===== src/rtl/field_pair_assembler.sv =====
// Groups a serial stream of FIELD_W-bit symbols into NUM_FIELDS-field packed words,
// first symbol in field 0; in_last flushes a partial word padded with PAD.
module field_pair_assembler #(
  parameter int                 FIELD_W    = 2,
  parameter int                 NUM_FIELDS = 2,
  parameter logic [FIELD_W-1:0] PAD        = '0,
  parameter int                 CNT_W      = 16
) (
  input  logic                          clk,
  input  logic                          rst,
  input  logic                          in_valid,
  output logic                          in_ready,
  input  logic [FIELD_W-1:0]            in_data,
  input  logic                          in_last,
  output logic                          out_valid,
  input  logic                          out_ready,
  output logic [FIELD_W*NUM_FIELDS-1:0] out_data,
  output logic                          out_partial,
  output logic [CNT_W-1:0]              word_count
);

  localparam int WORD_W = FIELD_W * NUM_FIELDS;
  localparam int IDX_W  = (NUM_FIELDS > 1) ? $clog2(NUM_FIELDS) : 1;
  localparam logic [WORD_W-1:0] PAD_WORD = {NUM_FIELDS{PAD}};

  logic [WORD_W-1:0] acc_q, acc_d;
  logic [IDX_W-1:0]  idx_q, idx_d;
  logic              out_valid_q, out_valid_d;
  logic [WORD_W-1:0] out_data_q, out_data_d;
  logic              out_partial_q, out_partial_d;
  logic [CNT_W-1:0]  cnt_q, cnt_d;

  logic              last_idx;
  logic              completing;
  logic              accept;
  logic              out_hs;
  logic [WORD_W-1:0] merged;

  assign last_idx   = (idx_q == IDX_W'(NUM_FIELDS - 1));
  assign completing = last_idx || in_last;
  // A completing beat needs the output register; everything else only touches acc_q.
  assign in_ready   = !completing || !out_valid_q || out_ready;
  assign accept     = in_valid && in_ready;
  assign out_hs     = out_valid_q && out_ready;

  // Fields above idx_q are still PAD in acc_q, so only field idx_q needs replacing.
  always_comb begin
    merged = acc_q;
    for (int k = 0; k < NUM_FIELDS; k++) begin
      if (idx_q == IDX_W'(k)) merged[k*FIELD_W +: FIELD_W] = in_data;
    end
  end

  always_comb begin
    acc_d         = acc_q;
    idx_d         = idx_q;
    out_valid_d   = out_valid_q;
    out_data_d    = out_data_q;
    out_partial_d = out_partial_q;
    cnt_d         = cnt_q;
    if (out_hs) begin
      out_valid_d = 1'b0;
      cnt_d       = cnt_q + CNT_W'(1);
    end
    if (accept) begin
      if (completing) begin
        out_data_d    = merged;
        out_partial_d = !last_idx;
        out_valid_d   = 1'b1;
        idx_d         = '0;
        acc_d         = PAD_WORD;
      end else begin
        acc_d = merged;
        idx_d = idx_q + IDX_W'(1);
      end
    end
  end

  always_ff @(posedge clk or posedge rst) begin
    if (rst) begin
      acc_q         <= PAD_WORD;
      idx_q         <= '0;
      out_valid_q   <= 1'b0;
      out_data_q    <= '0;
      out_partial_q <= 1'b0;
      cnt_q         <= '0;
    end else begin
      acc_q         <= acc_d;
      idx_q         <= idx_d;
      out_valid_q   <= out_valid_d;
      out_data_q    <= out_data_d;
      out_partial_q <= out_partial_d;
      cnt_q         <= cnt_d;
    end
  end

  assign out_valid   = out_valid_q;
  assign out_data    = out_data_q;
  assign out_partial = out_partial_q;
  assign word_count  = cnt_q;

endmodule


===== config.mk =====
export PLATFORM = sky130hd
export DESIGN_NAME = field_pair_assembler
export DESIGN_NICKNAME = d
export VERILOG_FILES = /design/src/rtl/field_pair_assembler.sv
export SDC_FILE = /design/constraint.sdc
export NUM_CORES = 1
export LEC_CHECK = 0
export CORE_ASPECT_RATIO = 1.5
export CORE_MARGIN = 2
export CORE_UTILIZATION = 40
export DETAILED_ROUTE_END_ITERATION = 6
export GPL_TIMING_DRIVEN = 0
export PLACE_DENSITY_LB_ADDON = 0.08
export SETUP_SLACK_MARGIN = 0.02
export SYNTH_ARGS = -nofsm -noshare
export SYNTH_HDL_FRONTEND = slang
export SYNTH_SLANG_ARGS = --single-unit

===== constraint.sdc =====
create_clock -name clk -period 1.3 [get_ports clk]
set_input_delay 0.26 -clock clk [delete_from_list [all_inputs] [get_ports clk]]
set_output_delay 0.26 -clock clk [all_outputs]
set_load 0.05 [all_outputs]

==> parameters.txt <==
Parameter                              Value

Outcome
  Run status ... complete, but fails checks
  Violated checks ... setup timing

Route
  DRT Wirelength ... approximately 2.6 mm
  Number of detailed-route iterations in the first pass ... 2
  Routed length per instance ... 13.4 µm
  Iteration-0 DRC Markers ... 11
  Remaining antenna violation count after routing ... 0
  Via-to-Cell Ratio ... 4.75
  Detailed-route via count ... 908
  Remaining DRCs ... 0

Placed design
  Final RePlAce weighted congestion ... 0.752
  DP Area ... 0.00159 mm²
  HPWL after detailed placement ... 1.67 mm
  IO Port Bufs ... 29

Die
  Chip Height ... 70.3 µm
  Starting Density ... 0.411
  Die footprint ... 0.00339 mm²
  Cell Rows ... 24
  Number of top-level pins ... 30
  Core area ... 0.00285 mm²
  Die Span X ... 48.2 µm

Timing
  Highest clock frequency the design can meet ... 702 MHz
  Unrepaired setup endpoints after global routing ... true
  Final worst-path setup slack ... -0.125 ns
  Final period util ... 1.10
  Sum Neg Setup Slack ... -0.460 ns
  Worst Skew ... approximately 0.0074 ns
  Final setup violation count ... 5
  Minimum clock period after layout ... ~1.4 ns
  Max transition margin ... 0.607
  Number of endpoints with negative hold slack in the final report ... 0
  Slew of the pin with the lowest slew margin ... between 0.5 and 0.6 ns
  Final Slew Violations ... 0

CTS
  Clock buffer count from CTS ... 3
  CTS tree ... built
  Later-pin clock latency in the skew report ... 0.28 ns
  Clk root buf ... sky130_fd_sc_hd__clkbuf_8
  Number of clock sinks seen by CTS ... 27
  Reg clk slew, reported paths ... 0.10 ns
  Longest Clk Path Bufs ... 2
  H-tree Lvls ... 1

Power and ir drop
  IR Drop Worst-Case VDD ... 0.00141 V
  Cell area power density ... ~1800 mW/mm²
  Standby leakage power ... 0.000890 µW

Global route
  Antenna violations before repair ... 0
  Total grt overflow ... 0
  Pin count of the biggest net entering global routing ... 28
  Number of global-route vias before repair ... 903
  Total Routing Usage GR ... 0.164
  Global-route wire length before repair ... 4.01 mm

Synthesis
  Cell variety after synth ... 21
  Average cell area after synthesis ... 11.7 µm²
  YS warnings ... 0
  Flip-flop and latch count after synthesis ... 27
  Sequential area share after synthesis ... 0.576
  Cell area after synthesis ... 0.00117 mm²
  Post-synthesis instance total ... 100
  Syn_nets ... ~110

Critical path
  Critical path endpoint category ... output port
  Worst Setup Start Kind ... flop
  Top fanout value on the critical path ... 3
  Data arrival time of the critical path ... 1.17 ns
  Data required time at the worst endpoint ... roughly 1.0 ns
  Reg2reg path depth ... 4
  Kind of critical path ... reg -> out

Worst hold path
  HP Class ... in -> async

Layout
  Final core area utilization ... 0.648
  Layout Nets ... 161
  Final std cell area, no fill ... 0.00185 mm²
  Area growth from synthesis to final layout ... 57.6%
  Antenna diode count ... 0
  Share of post-route cells with drive strength above 1 ... 0.592

Job
  Count of maximum capacitance violations ... 0
## timing repair
item                                    CTS  global route
hold buffers                              0             0
gates resized for setup                 140            23
buffers inserted                         14             7
endpoints found under the setup margin   48            25
pin swaps                                 4             6
## registers in the layout, indices dropped and copies added, names as in the netlist
signal	flops
out_partial	1
out_valid	1
acc_q	4
word_count	16
out_data	4
idx_q	1
## cell usage in the layout, fill, tap and decap left out, types with 2 or more instances in the layout
cell,Yosys,routed
sky130_fd_sc_hd__a21oi_1,4,4
sky130_fd_sc_hd__a32o_1,2,2
sky130_fd_sc_hd__and2_1,3,2
sky130_fd_sc_hd__buf_2,0,15
sky130_fd_sc_hd__buf_4,0,14
sky130_fd_sc_hd__buf_6,0,6
sky130_fd_sc_hd__buf_8,0,8
sky130_fd_sc_hd__clkbuf_8,0,3
sky130_fd_sc_hd__clkdlybuf4s50_1,0,4
sky130_fd_sc_hd__dfrtp_1,27,13
sky130_fd_sc_hd__dfrtp_2,0,14
sky130_fd_sc_hd__dlygate4sd2_1,0,2
sky130_fd_sc_hd__inv_1,4,3
sky130_fd_sc_hd__mux2_2,9,5
sky130_fd_sc_hd__mux2_4,0,4
sky130_fd_sc_hd__nand2_1,10,9
sky130_fd_sc_hd__nand3_1,4,2
sky130_fd_sc_hd__nand3_4,0,2
sky130_fd_sc_hd__nand4_1,3,3
sky130_fd_sc_hd__nor2_1,9,3
sky130_fd_sc_hd__nor2_4,0,5
sky130_fd_sc_hd__or2_4,0,2
sky130_fd_sc_hd__xnor2_1,8,7
sky130_fd_sc_hd__xor2_1,7,7
## final timing paths
path / start / end / slack [ns]
setup / recovery: out_valid$_DFF_PP0_ / in_ready / -0.13
hold / removal: rst / acc_q[0]$_DFFE_PP0P_ / 0.40
max in group asynchronous: rst / word_count[11]$_DFFE_PP0P_ / 0.54
setup reg to reg: word_count[4]$_DFFE_PP0P_ / word_count[15]$_DFFE_PP0P_ / -0.11
hold reg to reg: word_count[15]$_DFFE_PP0P_ / word_count[15]$_DFFE_PP0P_ / 0.46
min in group clk: word_count[15]$_DFFE_PP0P_ / word_count[15]$_DFFE_PP0P_ / 0.46
## critical path: stages, from the launching register on
cell	delay, ns
sky130_fd_sc_hd__dfrtp_2	0.41
sky130_fd_sc_hd__nand2b_4	0.07
sky130_fd_sc_hd__or2_4	0.26
sky130_fd_sc_hd__buf_8	0.15
## through the flow
stage | total power, µW | setup WS [ns] | std cells | hold WS, ns
2_1_floorplan | 2100 | -0.259 | 100 | 0.312
3_3_place_gp | 2490 | -0.875 | 168 | 0.456
3_5_place_dp | 2530 | -0.875 | 168 | 0.467
4_1_cts | 3170 | -0.146 | 186 | 0.406
5_1_grt | 3470 | -0.200 | 191 | 0.456
6_report | 3310 | -0.125 | 191 | 0.400
## synthesized netlist by cell type
master | count | area (µm²)
sky130_fd_sc_hd__a21oi_1 | 4 | 20.0
sky130_fd_sc_hd__a32o_1 | 2 | 20.0
sky130_fd_sc_hd__and2_1 | 3 | 18.8
sky130_fd_sc_hd__and3_1 | 1 | 6.26
sky130_fd_sc_hd__and4_2 | 1 | 10.0
sky130_fd_sc_hd__clkbuf_1 | 1 | 3.75
sky130_fd_sc_hd__dfrtp_1 | 27 | 676
sky130_fd_sc_hd__ha_1 | 1 | 12.5
sky130_fd_sc_hd__inv_1 | 4 | 15.0
sky130_fd_sc_hd__mux2_2 | 9 | 101
sky130_fd_sc_hd__nand2_1 | 10 | 37.5
sky130_fd_sc_hd__nand2b_1 | 1 | 6.26
sky130_fd_sc_hd__nand3_1 | 4 | 20.0
sky130_fd_sc_hd__nand4_1 | 3 | 18.8
sky130_fd_sc_hd__nand4_2 | 1 | 12.5
sky130_fd_sc_hd__nor2_1 | 9 | 33.8
sky130_fd_sc_hd__o21ai_1 | 1 | 5.00
sky130_fd_sc_hd__or2_2 | 2 | 12.5
sky130_fd_sc_hd__or4_4 | 1 | 11.3
sky130_fd_sc_hd__xnor2_1 | 8 | 70.1
sky130_fd_sc_hd__xor2_1 | 7 | 61.3
## report_power, final
part / internal, µW / total (µW) / switching, µW
logic: 694 / 1620 / 921
registers: 1030 / 1200 / 175
clock network: 215 / 488 / 272
## routing by layer
| metal | vias up | part of all wire | global-route usage | routed length (µm) |
|---|---|---|---|---|
| met3 | 4 | 0.038 | 0.0207 | 97 |
| met5 | - | 0 | 0 | 0 |
| met4 | 0 | 0.016 | 0.0721 | 42 |
| li1 | 440 | - | - | - |
| met1 | 444 | 0.39 | 0.190 | 989 |
| met2 | 20 | 0.56 | 0.279 | 1430 |
## logic make-up (layout without fill, tap and decap cells)
family / Yosys count / count (layout) / synth area share
compound gates: 7 / 7 / 0.0384
xor+xnor: 15 / 15 / 0.112
fa+ha+maj: 1 / 1 / 0.0107
buf+inv: 5 / 57 / 0.0160
flops: 27 / 27 / 0.576
mux: 9 / 9 / 0.0864
simple gates: 36 / 36 / 0.160
## layout make-up
type                       count  area [µm²]
tap                           39        48.8
multi-input combinational     68         616
fill                         238        1000
sequential                    27         693
timing repair buffer          49         425
clock inverter                 1        5.00
inverter                       4        18.8
clock buffer                   3        41.3
No activity file was read; power rests on OpenSTA's default activity.
